<file path="src/rtl/memory_arbiter_pkg.sv">
// Shared types for the memory arbiter: request payload, FSM state and owner encodings.
// Supplies a fallback ICACHE_LINE_WIDTH when the SoC header has not defined it.
`ifndef ICACHE_LINE_WIDTH
`define ICACHE_LINE_WIDTH 128
`endif

package memory_arbiter_pkg;

  localparam int unsigned ADDR_WIDTH     = 32;
  localparam int unsigned REQ_DATA_WIDTH = `ICACHE_LINE_WIDTH;

  typedef struct packed {
    logic [ADDR_WIDTH-1:0]     addr;
    logic                      is_store;
    logic [REQ_DATA_WIDTH-1:0] data;
  } memory_request_t;

  typedef enum logic [1:0] {
    StIdle,
    StIssue,
    StWait
  } arb_state_t;

  typedef enum logic {
    OwnerIcache,
    OwnerDcache
  } arb_owner_t;

endpackage

</file>
<file path="src/rtl/arb_pending_slot.sv">
// One-entry request buffer with load/clear; a load in the same cycle as a clear wins.
// Loads are ignored while the slot already holds a request that is not being cleared.
module arb_pending_slot
  import memory_arbiter_pkg::*;
(
  input  logic            clock,
  input  logic            reset,
  input  logic            load,
  input  memory_request_t load_info,
  input  logic            clear,
  output logic            valid,
  output memory_request_t info
);

  logic            valid_q;
  memory_request_t info_q;
  logic            accept;

  assign accept = load && (!valid_q || clear);

  always_ff @(posedge clock or posedge reset) begin
    if (reset) begin
      valid_q <= 1'b0;
      info_q  <= '0;
    end else if (accept) begin
      valid_q <= 1'b1;
      info_q  <= load_info;
    end else if (clear) begin
      valid_q <= 1'b0;
    end
  end

  assign valid = valid_q;
  assign info  = info_q;

endmodule

</file>
<file path="src/rtl/memory_arbiter.sv">
// Arbitrates I$ and D$ line requests onto one main-memory port, one transaction at a time.
// Define MEM_ARB_RR_EN for round-robin arbitration; otherwise D$ has fixed priority.
`ifndef ICACHE_LINE_WIDTH
`define ICACHE_LINE_WIDTH 128
`endif

module memory_arbiter
  import memory_arbiter_pkg::*;
#(
  parameter int unsigned LINE_WIDTH = `ICACHE_LINE_WIDTH
) (
  input  logic                  clock,
  input  logic                  reset,
  input  logic                  icache_req_valid,
  input  memory_request_t       icache_req_info,
  output logic                  icache_rsp_valid,
  output logic [LINE_WIDTH-1:0] icache_rsp_data,
  output logic                  icache_rsp_bus_error,
  input  logic                  dcache_req_valid,
  input  memory_request_t       dcache_req_info,
  output logic                  dcache_rsp_valid,
  output logic [LINE_WIDTH-1:0] dcache_rsp_data,
  output logic                  dcache_rsp_bus_error,
  output logic                  mem_req_valid,
  output memory_request_t       mem_req_info,
  input  logic                  mem_req_ready,
  input  logic                  mem_rsp_valid,
  input  logic [LINE_WIDTH-1:0] mem_rsp_data,
  input  logic                  mem_rsp_bus_error
);

  arb_state_t      state_q, state_d;
  arb_owner_t      owner_q, owner_d;
  arb_owner_t      winner;
  logic            islot_valid, dslot_valid;
  memory_request_t islot_info, dslot_info;
  logic            rsp_done;
  logic            iclear, dclear;

  assign rsp_done = (state_q == StWait) && mem_rsp_valid;
  assign iclear   = rsp_done && (owner_q == OwnerIcache);
  assign dclear   = rsp_done && (owner_q == OwnerDcache);

  arb_pending_slot u_islot (
    .clock     (clock),
    .reset     (reset),
    .load      (icache_req_valid),
    .load_info (icache_req_info),
    .clear     (iclear),
    .valid     (islot_valid),
    .info      (islot_info)
  );

  arb_pending_slot u_dslot (
    .clock     (clock),
    .reset     (reset),
    .load      (dcache_req_valid),
    .load_info (dcache_req_info),
    .clear     (dclear),
    .valid     (dslot_valid),
    .info      (dslot_info)
  );

`ifdef MEM_ARB_RR_EN
  arb_owner_t last_grant_q, last_grant_d;

  // On contention the requester not granted last wins.
  always_comb begin
    if (islot_valid && dslot_valid) begin
      winner = (last_grant_q == OwnerIcache) ? OwnerDcache : OwnerIcache;
    end else begin
      winner = dslot_valid ? OwnerDcache : OwnerIcache;
    end
  end
`else
  always_comb begin
    winner = dslot_valid ? OwnerDcache : OwnerIcache;
  end
`endif

  always_ff @(posedge clock or posedge reset) begin
    if (reset) begin
      state_q      <= StIdle;
      owner_q      <= OwnerIcache;
`ifdef MEM_ARB_RR_EN
      last_grant_q <= OwnerIcache;
`endif
    end else begin
      state_q      <= state_d;
      owner_q      <= owner_d;
`ifdef MEM_ARB_RR_EN
      last_grant_q <= last_grant_d;
`endif
    end
  end

  always_comb begin
    state_d      = state_q;
    owner_d      = owner_q;
`ifdef MEM_ARB_RR_EN
    last_grant_d = last_grant_q;
`endif
    unique case (state_q)
      StIdle: begin
        if (islot_valid || dslot_valid) begin
          state_d      = StIssue;
          owner_d      = winner;
`ifdef MEM_ARB_RR_EN
          last_grant_d = winner;
`endif
        end
      end
      StIssue: begin
        if (mem_req_ready) state_d = StWait;
      end
      StWait: begin
        if (mem_rsp_valid) state_d = StIdle;
      end
      default: state_d = StIdle;
    endcase
  end

  always_comb begin
    mem_req_valid = (state_q == StIssue);
    mem_req_info  = '0;
    if (state_q == StIssue) begin
      mem_req_info = (owner_q == OwnerDcache) ? dslot_info : islot_info;
    end
    icache_rsp_valid     = iclear;
    icache_rsp_bus_error = iclear && mem_rsp_bus_error;
    dcache_rsp_valid     = dclear;
    dcache_rsp_bus_error = dclear && mem_rsp_bus_error;
    icache_rsp_data      = mem_rsp_data;
    dcache_rsp_data      = mem_rsp_data;
  end

endmodule

</file>
<file path="config.mk">
export PLATFORM = sky130hd
export DESIGN_NAME = memory_arbiter
export DESIGN_NICKNAME = d
export VERILOG_FILES = /design/src/rtl/memory_arbiter_pkg.sv /design/src/rtl/arb_pending_slot.sv /design/src/rtl/memory_arbiter.sv
export SDC_FILE = /design/constraint.sdc
export NUM_CORES = 1
export LEC_CHECK = 0
export BUFFER_PORTS_ARGS = -buffer_cell sky130_fd_sc_hd__buf_4
export CAP_MARGIN = 20
export CORE_AREA = 2 2 342 344
export DETAILED_ROUTE_END_ITERATION = 8
export DIE_AREA = 0 0 344 346
export SLEW_MARGIN = 0
export SYNTH_ARGS = -nofsm -noshare
export SYNTH_HDL_FRONTEND = slang
export SYNTH_SLANG_ARGS = --single-unit
</file>
<file path="constraint.sdc">
create_clock -name clock -period 12.31 [get_ports clock]
set_input_delay 0.6155 -clock clock [delete_from_list [all_inputs] [get_ports clock]]
set_output_delay 0.6155 -clock clock [all_outputs]
set_load 0.01 [all_outputs]
</file>
==> flow_summary_export.csv, run 1 <==
group,metric,value,unit
grt,grt_max_degree,150,
sta,setup_ws,8310,ps
layout,drive_gt1_share,51.1,%
routing,wirelength,70900,µm
sta,fmax,250,MHz
worst_setup_path,endpoint,"mem_req_valid",
synthesis,synth_xor_area_share,0,%
worst_setup_path,start_kind,"flop",
routing,vias,10722,
placement,dpl.cell_count,3022,
routing,wl_per_cell,22.9,µm
worst_setup_path,cp-startpoint,"state_q[1]",
die,core_area,115000,µm²
synthesis,synth_nets,1777,
grt,antenna_found_initial,10,
worst_setup_path,crit_top_cell,"buf_4",
die,dieArea,119000,µm²
synthesis,ys_seq_area_share,49.5,%
layout,synthToLayoutAreaGrowth,29.7,%
worst_setup_path,r2r-start,"owner_q",
clocking,cts_setup_buffers,0,
clocking,clkSinkCount,327,
clocking,cts_tree,"done",
worst_setup_path,cp_slowest_cell,"buf_4",
synthesis,synth_cells,1320,
synthesis,yosys.area_share.simple,4.02,%
grt,grt_pass1_wl,95600,µm
sta,finalSetupTns,0,ps
routing,routed_via_density,3.46,
sta,hold_slack,191,ps
die,initial_core_util,14.3,%
worst_setup_path,crit_buf_inv,4,
status,violations,"max-slew violations",
grt,track_usage,11.5,%
layout,fillers,12721,
sta,finClkSkew,20.6,ps
layout,most-common-layout-cells,"buf_4 (503), dfrtp_1 (326), mux2_2 (222), nor2_1 (162), mux2i_1 (161)",
grt,gr-total-overflow,0,
worst_setup_path,crit_cells,5,
pwr,p_leak,9.96,nW
die,io_pins,879,
placement,port_buffers,494,
layout,layout_commonest_cell,"buf_4",
placement,dp_slack,8350,ps
routing,drt_iter0_markers,397,
clocking,root_buffer,"clkbuf_16",
worst_setup_path,cp-end-kind,"output port",
synthesis,ys_seq_elements,327,
synthesis,synth_cell_types,21,
worst_setup_path,crit_chain,"nand2b_4 > buf_4 > buf_4 > inv_1 > buf_4",
sta,period_minus_slack,4000,ps
synthesis,yosysWarnings,0,
sta,worst_pin_slew,1710,ps
die,die_h,346,µm
sta,hold_violations,0,
placement,dp_hpwl,55200,µm
clocking,htree_levels,2,
pwr,vdd_drop_max,148,µV
worst_setup_path,cpPeakStageDelay,710,ps
die,die-width,344,µm
clocking,cts.reportedPaths.clkPinSlew,60,ps
synthesis,synth_top_family_by_area,"multiplexers",
clocking,cts_resized,0,
sta,max_slew_margin,-14.2,%
synthesis,synth_fa_ha_area_share,0,%
clocking,cts_inserted_buffers,44,
sta,finalMaxSlewViolations,65,
worst_setup_path,cp_top_family,"buffers and inverters",
worst_setup_path,timing.rr.end,"u_islot.info[34]",
routing,first_pass_iters,4,
grt,first_global_vias,11720,
sta,timing.final.crit_share,32.5,%
pwr,power_density,261,nW/µm²
pwr,power,0.00560,W
clocking,clkLatencyLatePin,590,ps
synthesis,synth-compound-area-share,0.310,%
sta,finalSetupViolations,0,
synthesis,syn_avg_cell_area,12.5,µm²
synthesis,syn-cell-area,16500,µm²
sta,grt_setup_unrepaired,"false",
layout,stdcell_count,3102,
worst_setup_path,cp.arrival,3390,ps
clocking,clockBufferDepth,3,
routing,postRouteAntennaNets,0,
hold_path,hold_path_class,"input port to asynchronous set/reset pin",
synthesis,synthMuxAreaShare,31.7,%
placement,place_congestion,0.871,
status,status,"finished with violations",
worst_setup_path,rrSetupSlack,8410,ps
die,fp-row-count,125,
worst_setup_path,reg2reg_depth,5,
routing,drc,0,
clocking,postCtsHoldBufs,0,
layout,fin_nets,2001,
worst_setup_path,cp.required,11690,ps
worst_setup_path,crit_fanout,66,
worst_setup_path,crit_type,"flop to output port",
flow_run,max_cap_violations,0,
flip-flops by register name, summed over array words and instances, names as in the netlist:
signal / count
u_islot.valid: 1
u_islot.info: 161
u_dslot.info: 161
owner_q: 1
state_q: 2
u_dslot.valid: 1
final cells by class:
type | instances | area (µm²) | share of cell area, %
sequential | 327 | 8190 | 38.1
multi-input combinational | 661 | 5980 | 27.9
timing repair buffer | 506 | 3840 | 17.9
tap | 1524 | 1910 | 8.88
clock buffer | 59 | 1280 | 5.96
clock inverter | 17 | 241 | 1.12
inverter | 4 | 22.5 | 0.105
antenna | 4 | 10.0 | 0.0466
report_power, final:
group          switching (W)  internal [W]
Combinational        0.00115       0.00114
Sequential          0.000333       0.00161
Clock               0.000525      0.000833
Total                0.00201       0.00359
metrics by stage:
stage	util [%]	instance area [µm²]
after global placement	17.3	19900
after detailed placement	17.3	19900
final	18.6	21500
after global routing	18.6	21500
after CTS	18.6	21500
after floorplan	-	16500
how the worst min path moves through the flow:
| stage | start | slack, ps | depth (start not counted) | to |
|---|---|---|---|---|
| 2_1_floorplan | u_islot.info[15] | 460 | 1 | u_islot.info[15] |
| 3_3_place_gp | u_dslot.info[134] | 470 | 1 | u_dslot.info[134] |
| 3_5_place_dp | u_islot.info[23] | 470 | 1 | u_islot.info[23] |
| 4_1_cts | dcache_req_valid | 150 | 2 | u_dslot.valid |
| 5_1_grt | dcache_req_valid | 180 | 2 | u_dslot.valid |
| 6_report | reset | 190 | 2 | u_dslot.info[95] |
cell families after synthesis:
kind of cell	count (synthesis)
mux	483
buf+inv	332
flops	327
simple gates	171
compound gates	7
Yosys cell counts:
cell	n	area (µm²)
mux2_2	222	2500
dfrtp_1	327	8180
nand4b_1	1	8.76
nor3_1	1	5.00
clkbuf_1	11	41.3
buf_6	20	225
mux2_1	100	1130
a211oi_1	1	7.51
buf_4	256	1920
nand2b_1	2	12.5
a22o_1	1	8.76
buf_2	41	205
nand2_1	2	7.51
and2_1	2	12.5
o21ai_0	1	5.00
inv_1	4	15.0
nand4bb_1	1	11.3
mux2i_1	161	1610
nor2_1	162	608
a21o_1	2	15.0
a21boi_1	2	15.0
layer usage:
metal  up-vias  wire (µm)  part of all wire (%)  global-route usage (%)
met5         -         41                 0.058                   0.163
met4         6       3570                   5.0                    5.60
met3       147       8810                    12                    5.80
met2       661      33700                    48                    19.1
met1      5238      24800                    35                    11.8
li1       4670          -                     -                       -
No activity file was read; power rests on OpenSTA's default activity.
==> inputs of run 2 (changes only) <==
- clock period: 12.31 -> 3.9 ns (I/O delays scaled with it)
==> run 2 against run 1 <==
Against the previous run: critical endpoint is now mem_req_info[48]; utilization up 2.7 points; clock power rose to 2.7 times the previous value; clock skew up 0.65 ps; global-route usage about the same; sequential power rose to 3.1 times the previous value; final area up 15%; the run now ends clean; wire length up 0.81%; non-clock buffer count up 336; final cell count up 11%.
==> flow_summary_export.csv, run 2 (same netlist as run 1, synthesis figures left out) <==
group,metric,value,unit
pwr,vdd_drop_max,405,µV
pwr,power_density,704,nW/µm²
grt,antenna_found_initial,8,
worst_setup_path,rrSetupSlack,1400,ps
flow_run,max_cap_violations,0,
sta,finalMaxSlewViolations,0,
clocking,clockBufferDepth,3,
clocking,cts_tree,"done",
grt,track_usage,11.5,%
worst_setup_path,cp.required,3700,ps
routing,postRouteAntennaNets,0,
sta,finalSetupViolations,0,
grt,grt_max_degree,101,
worst_setup_path,r2r-start,"owner_q",
worst_setup_path,cp-startpoint,"owner_q",
pwr,p_comb_share,43.5,%
worst_setup_path,cp-end-kind,"output port",
worst_setup_path,cp_slowest_cell,"mux2i_1",
worst_setup_path,cp.arrival,3010,ps
die,fp-row-count,125,
pwr,clkPwrFrac,21.2,%
die,dieArea,119000,µm²
routing,drc,0,
clocking,clkLatencyLatePin,580,ps
worst_setup_path,cp_top_family,"buffers and inverters",
clocking,cts_setup_buffers,0,
clocking,htree_levels,2,
die,io_pins,879,
layout,drive_gt1_share,42.1,%
routing,routed_via_density,3.50,
routing,wl_per_cell,20.8,µm
clocking,clkSinkCount,327,
placement,place_congestion,0.852,
grt,first_global_vias,13237,
grt,grt_pass1_wl,98500,µm
clocking,cts_resized,0,
clocking,postCtsHoldBufs,327,
sta,finClkSkew,21.3,ps
die,die_h,346,µm
sta,grt_setup_unrepaired,"false",
worst_setup_path,cpPeakStageDelay,780,ps
pwr,p_int,0.0111,W
routing,vias,12030,
die,initial_core_util,14.3,%
pwr,p_seq_share,35.2,%
worst_setup_path,crit_top_cell,"buf_4",
sta,hold_slack,245,ps
layout,most-common-layout-cells,"buf_4 (505), dlygate4sd3_1 (327), dfrtp_1 (326), mux2_2 (222), nor2_1 (162)",
sta,fmax,312,MHz
status,status,"completed",
clocking,root_buffer,"clkbuf_16",
placement,dp_slack,1080,ps
pwr,switching_power,0.00625,W
layout,synthToLayoutAreaGrowth,48.9,%
placement,dp_hpwl,54000,µm
layout,stdcell_count,3435,
clocking,cts_inserted_buffers,40,
pwr,p_leak,11.3,nW
routing,first_pass_iters,4,
placement,port_buffers,494,
placement,dpl.cell_count,3031,
worst_setup_path,crit_type,"flop to output port",
die,core_area,115000,µm²
routing,wirelength,71500,µm
sta,timing.final.crit_share,82.2,%
worst_setup_path,crit_chain,"buf_4 > mux2i_1 > nor2_1 > buf_4",
layout,layout_commonest_cell,"buf_4",
layout,fin_nets,2333,
worst_setup_path,crit_buf_inv,2,
worst_setup_path,start_kind,"flop",
routing,drt_iter0_markers,468,
sta,max_slew_margin,29.2,%
grt,gr-total-overflow,0,
hold_path,hold_path_class,"input port to asynchronous set/reset pin",
sta,hold_violations,0,
pwr,netSwitchingFraction,36.0,%
sta,period_minus_slack,3210,ps
sta,worst_pin_slew,1060,ps
clocking,cts.reportedPaths.clkPinSlew,60,ps
sta,setup_ws,694,ps
die,die-width,344,µm
worst_setup_path,crit_fanout,33,
-- run 2: tightest hold or removal path: cells and delay by family --
kind | cells | cell delay, ps
buf+inv | 3 | 1070
-- run 2: per-stage QoR --
step                      setup TNS, ps  total power, W  cell area [µm²]  utilization [%]
after floorplan                 -215720          0.0103            16500                -
after global placement                0          0.0134            20100             17.4
after detailed placement              0          0.0135            20100             17.4
after CTS                             0          0.0176            24600             21.3
after global routing                  0          0.0185            24600             21.3
final                                 0          0.0173            24600             21.3
-- run 2: cell type report --
class	count	area, µm²
Antenna cell	4	10.0
Sequential cell	327	8190
Inverter	4	18.8
Clock buffer	59	1150
Multi-Input combinational cell	661	5980
Timing Repair Buffer	842	7260
Tap cell	1524	1910
Clock inverter	14	110
Fill cell	12376	90800
-- run 2: power groups by stage --
| stage | clock, W | combinational, W | sequential [W] |
|---|---|---|---|
| after global routing | 0.00396 | 0.00816 | 0.00633 |
| final | 0.00368 | 0.00755 | 0.00611 |
| after detailed placement | 0 | 0.00737 | 0.00618 |
| after CTS | 0.00383 | 0.00768 | 0.00613 |
| after global placement | 0 | 0.00728 | 0.00613 |
| after floorplan | 0 | 0.00460 | 0.00571 |
-- run 2: per-layer routing --
metal  GRT usage [%]  routed length (µm)
met3            5.81                8830
met2            19.5               34300
met1            11.8               24900
met4            5.31                3430
met5           0.123                  65
-- run 2: final timing paths --
check / end / depth (start not counted)
setup / recovery: mem_req_info[48] / 4
max in group asynchronous: u_islot.info[63] / 5
setup reg to reg: u_islot.info[8] / 4
hold / removal: u_islot.info[122] / 3
hold reg to reg: u_islot.info[16] / 1
min in group clock: u_dslot.info[47] / 3
==> inputs of run 3 (changes only) <==
- clock period: 3.9 -> 3.3 ns (I/O delays scaled with it)
==> run 3 against run 2 <==
Against the previous run: worst hold slack gained 35 ps; sequential power grew 17%; non-clock buffer count grew 16; global-route usage is essentially flat; worst setup slack lost 290 ps; critical path type unchanged; sequential share of layout area shrank 0.44 points; final area grew 1.3%; flip-flop and latch count is the same; final cell count grew 0.41%; via count is the same; combinational power grew 20%; critical endpoint is now mem_req_info[12].
==> flow_summary_export.csv, run 3 (same netlist as run 1, synthesis figures left out) <==
group,metric,value,unit
clocking,clockBufferDepth,3,
routing,wl_per_cell,20.7,µm
routing,m1WireLength,24500,µm
pwr,clkPwrFrac,23.3,%
grt,gr-total-overflow,0,
die,core_area,115000,µm²
clocking,htree_levels,2,
layout,fin_nets,2351,
routing,wl_met2,34200,µm
sta,hold_violations,0,
sta,fmax,345,MHz
die,die_h,346,µm
flow_run,max_cap_violations,0,
hold_path,hold_path_class,"input port to asynchronous set/reset pin",
sta,finClkSkew,14.2,ps
pwr,p_comb_share,42.8,%
sta,finalMaxSlewViolations,0,
worst_setup_path,cp.arrival,2730,ps
status,status,"completed",
routing,drt_iter0_markers,440,
worst_setup_path,rrSetupSlack,1050,ps
die,fp-row-count,125,
clocking,root_buffer,"clkbuf_16",
routing,wl_met3,9130,µm
die,io_pins,879,
sta,period_minus_slack,2900,ps
placement,place_congestion,0.880,
pwr,p_int,0.0136,W
routing,wirelength,71600,µm
worst_setup_path,reg2reg_depth,5,
worst_setup_path,crit_type,"flop to output port",
grt,grt_max_degree,87,
clocking,cts.reportedPaths.clkPinSlew,60,ps
layout,final_cell_area,25000,µm²
pwr,switching_power,0.00748,W
pwr,vdd_drop_max,553,µV
sta,hold_slack,280,ps
routing,drc,0,
grt,track_usage,11.5,%
pwr,netSwitchingFraction,35.4,%
pwr,p_seq_share,33.9,%
placement,placed_area,20200,µm²
placement,port_buffers,494,
sta,worst_pin_slew,850,ps
grt,first_global_vias,13184,
die,dieArea,119000,µm²
routing,first_pass_iters,4,
routing,dr.max_layer_used,"met5",
sta,max_slew_margin,43.3,%
clocking,cts_tree,"done",
pwr,power_density,846,nW/µm²
clocking,cts_resized,0,
sta,timing.final.crit_share,87.8,%
layout,layout_commonest_cell,"buf_4",
layout,drive_gt1_share,42.8,%
routing,vias,12030,
sta,finalSetupTns,0,ps
grt,grt_pass1_wl,97700,µm
layout,fin_util,21.6,%
worst_setup_path,start_kind,"flop",
die,die-width,344,µm
sta,finalSetupViolations,0,
routing,routed_via_density,3.49,
clocking,cts_setup_buffers,0,
layout,synthToLayoutAreaGrowth,50.9,%
grt,antenna_found_initial,10,
worst_setup_path,cp.required,3130,ps
worst_setup_path,timing.rr.end,"u_islot.info[128]",
layout,most-common-layout-cells,"buf_4 (518), dlygate4sd3_1 (327), dfrtp_1 (326), mux2_2 (222), nor2_1 (162)",
clocking,cts_inserted_buffers,42,
worst_setup_path,r2r-start,"owner_q",
pwr,p_leak,11.5,nW
die,initial_core_util,14.3,%
worst_setup_path,cp-end-kind,"output port",
worst_setup_path,crit_fanout,36,
clocking,clkSinkCount,327,
placement,dp_hpwl,55400,µm
clocking,clkLatencyLatePin,590,ps
pwr,power,0.0211,W
sta,grt_setup_unrepaired,"false",
routing,postRouteAntennaNets,0,
-- run 3: cell count changes in the layout (fill, tap and decap cells not counted), moves of 2 or more --
cell | previous run | this run
clkbuf_8 | 6 | 4
diode_2 | 4 | 1
clkbuf_16 | 41 | 43
clkinvlp_4 | 4 | 1
bufinv_16 | 1 | 6
clkbuf_1 | 12 | 8
buf_12 | 10 | 13
buf_4 | 505 | 518
-- run 3: metrics by stage --
stage	worst slack, ps	std cells
3_5_place_dp	1030	3047
6_report	404	3449
5_1_grt	269	3449
2_1_floorplan	-1230	1320
3_3_place_gp	634	3046
4_1_cts	367	3448
-- run 3: layout make-up --
type / count / area [µm²]
diodes: 1 / 2.50
clock buffers: 55 / 1160
clock inverters: 19 / 282
fillers: 12364 / 90500
inverters: 4 / 18.8
multi-input cells: 661 / 5980
flip-flops and latches: 327 / 8190
well taps: 1524 / 1910
repair buffers: 858 / 7420
-- run 3: per-layer routing --
metal | up-vias | global-route usage [%]
met5 | - | 0.0408
met4 | 10 | 5.55
met3 | 130 | 6.11
met2 | 701 | 19.4
met1 | 5826 | 11.4
li1 | 5363 | -
-- run 3: what timing repair did --
action	in CTS	in global routing
endpoints found under the hold margin	346	0
endpoints found under the setup margin	0	0
hold buffers	327	0
-- run 3: critical path, stage by stage (launching register included) --
cell	delay, ps
dfrtp_4	440
buf_4	610
buf_4	530
mux2i_1	280
nor2_1	60
buf_4	140
-- run 3: worst max path at each step --
stage	start	to	cells after the start
2_1_floorplan	reset	owner_q	1
3_3_place_gp	owner_q	mem_req_info[47]	4
3_5_place_dp	owner_q	mem_req_info[12]	5
4_1_cts	owner_q	mem_req_info[12]	5
5_1_grt	owner_q	mem_req_info[12]	5
6_report	owner_q	mem_req_info[12]	5
-- run 3: power groups by stage --
stage | combinational [W] | clock (W) | sequential [W]
finish | 0.00904 | 0.00492 | 0.00715
global route | 0.00980 | 0.00526 | 0.00741
CTS | 0.00920 | 0.00510 | 0.00717
detailed placement | 0.00883 | 0 | 0.00724
global placement | 0.00870 | 0 | 0.00719
floorplan | 0.00544 | 0 | 0.00675
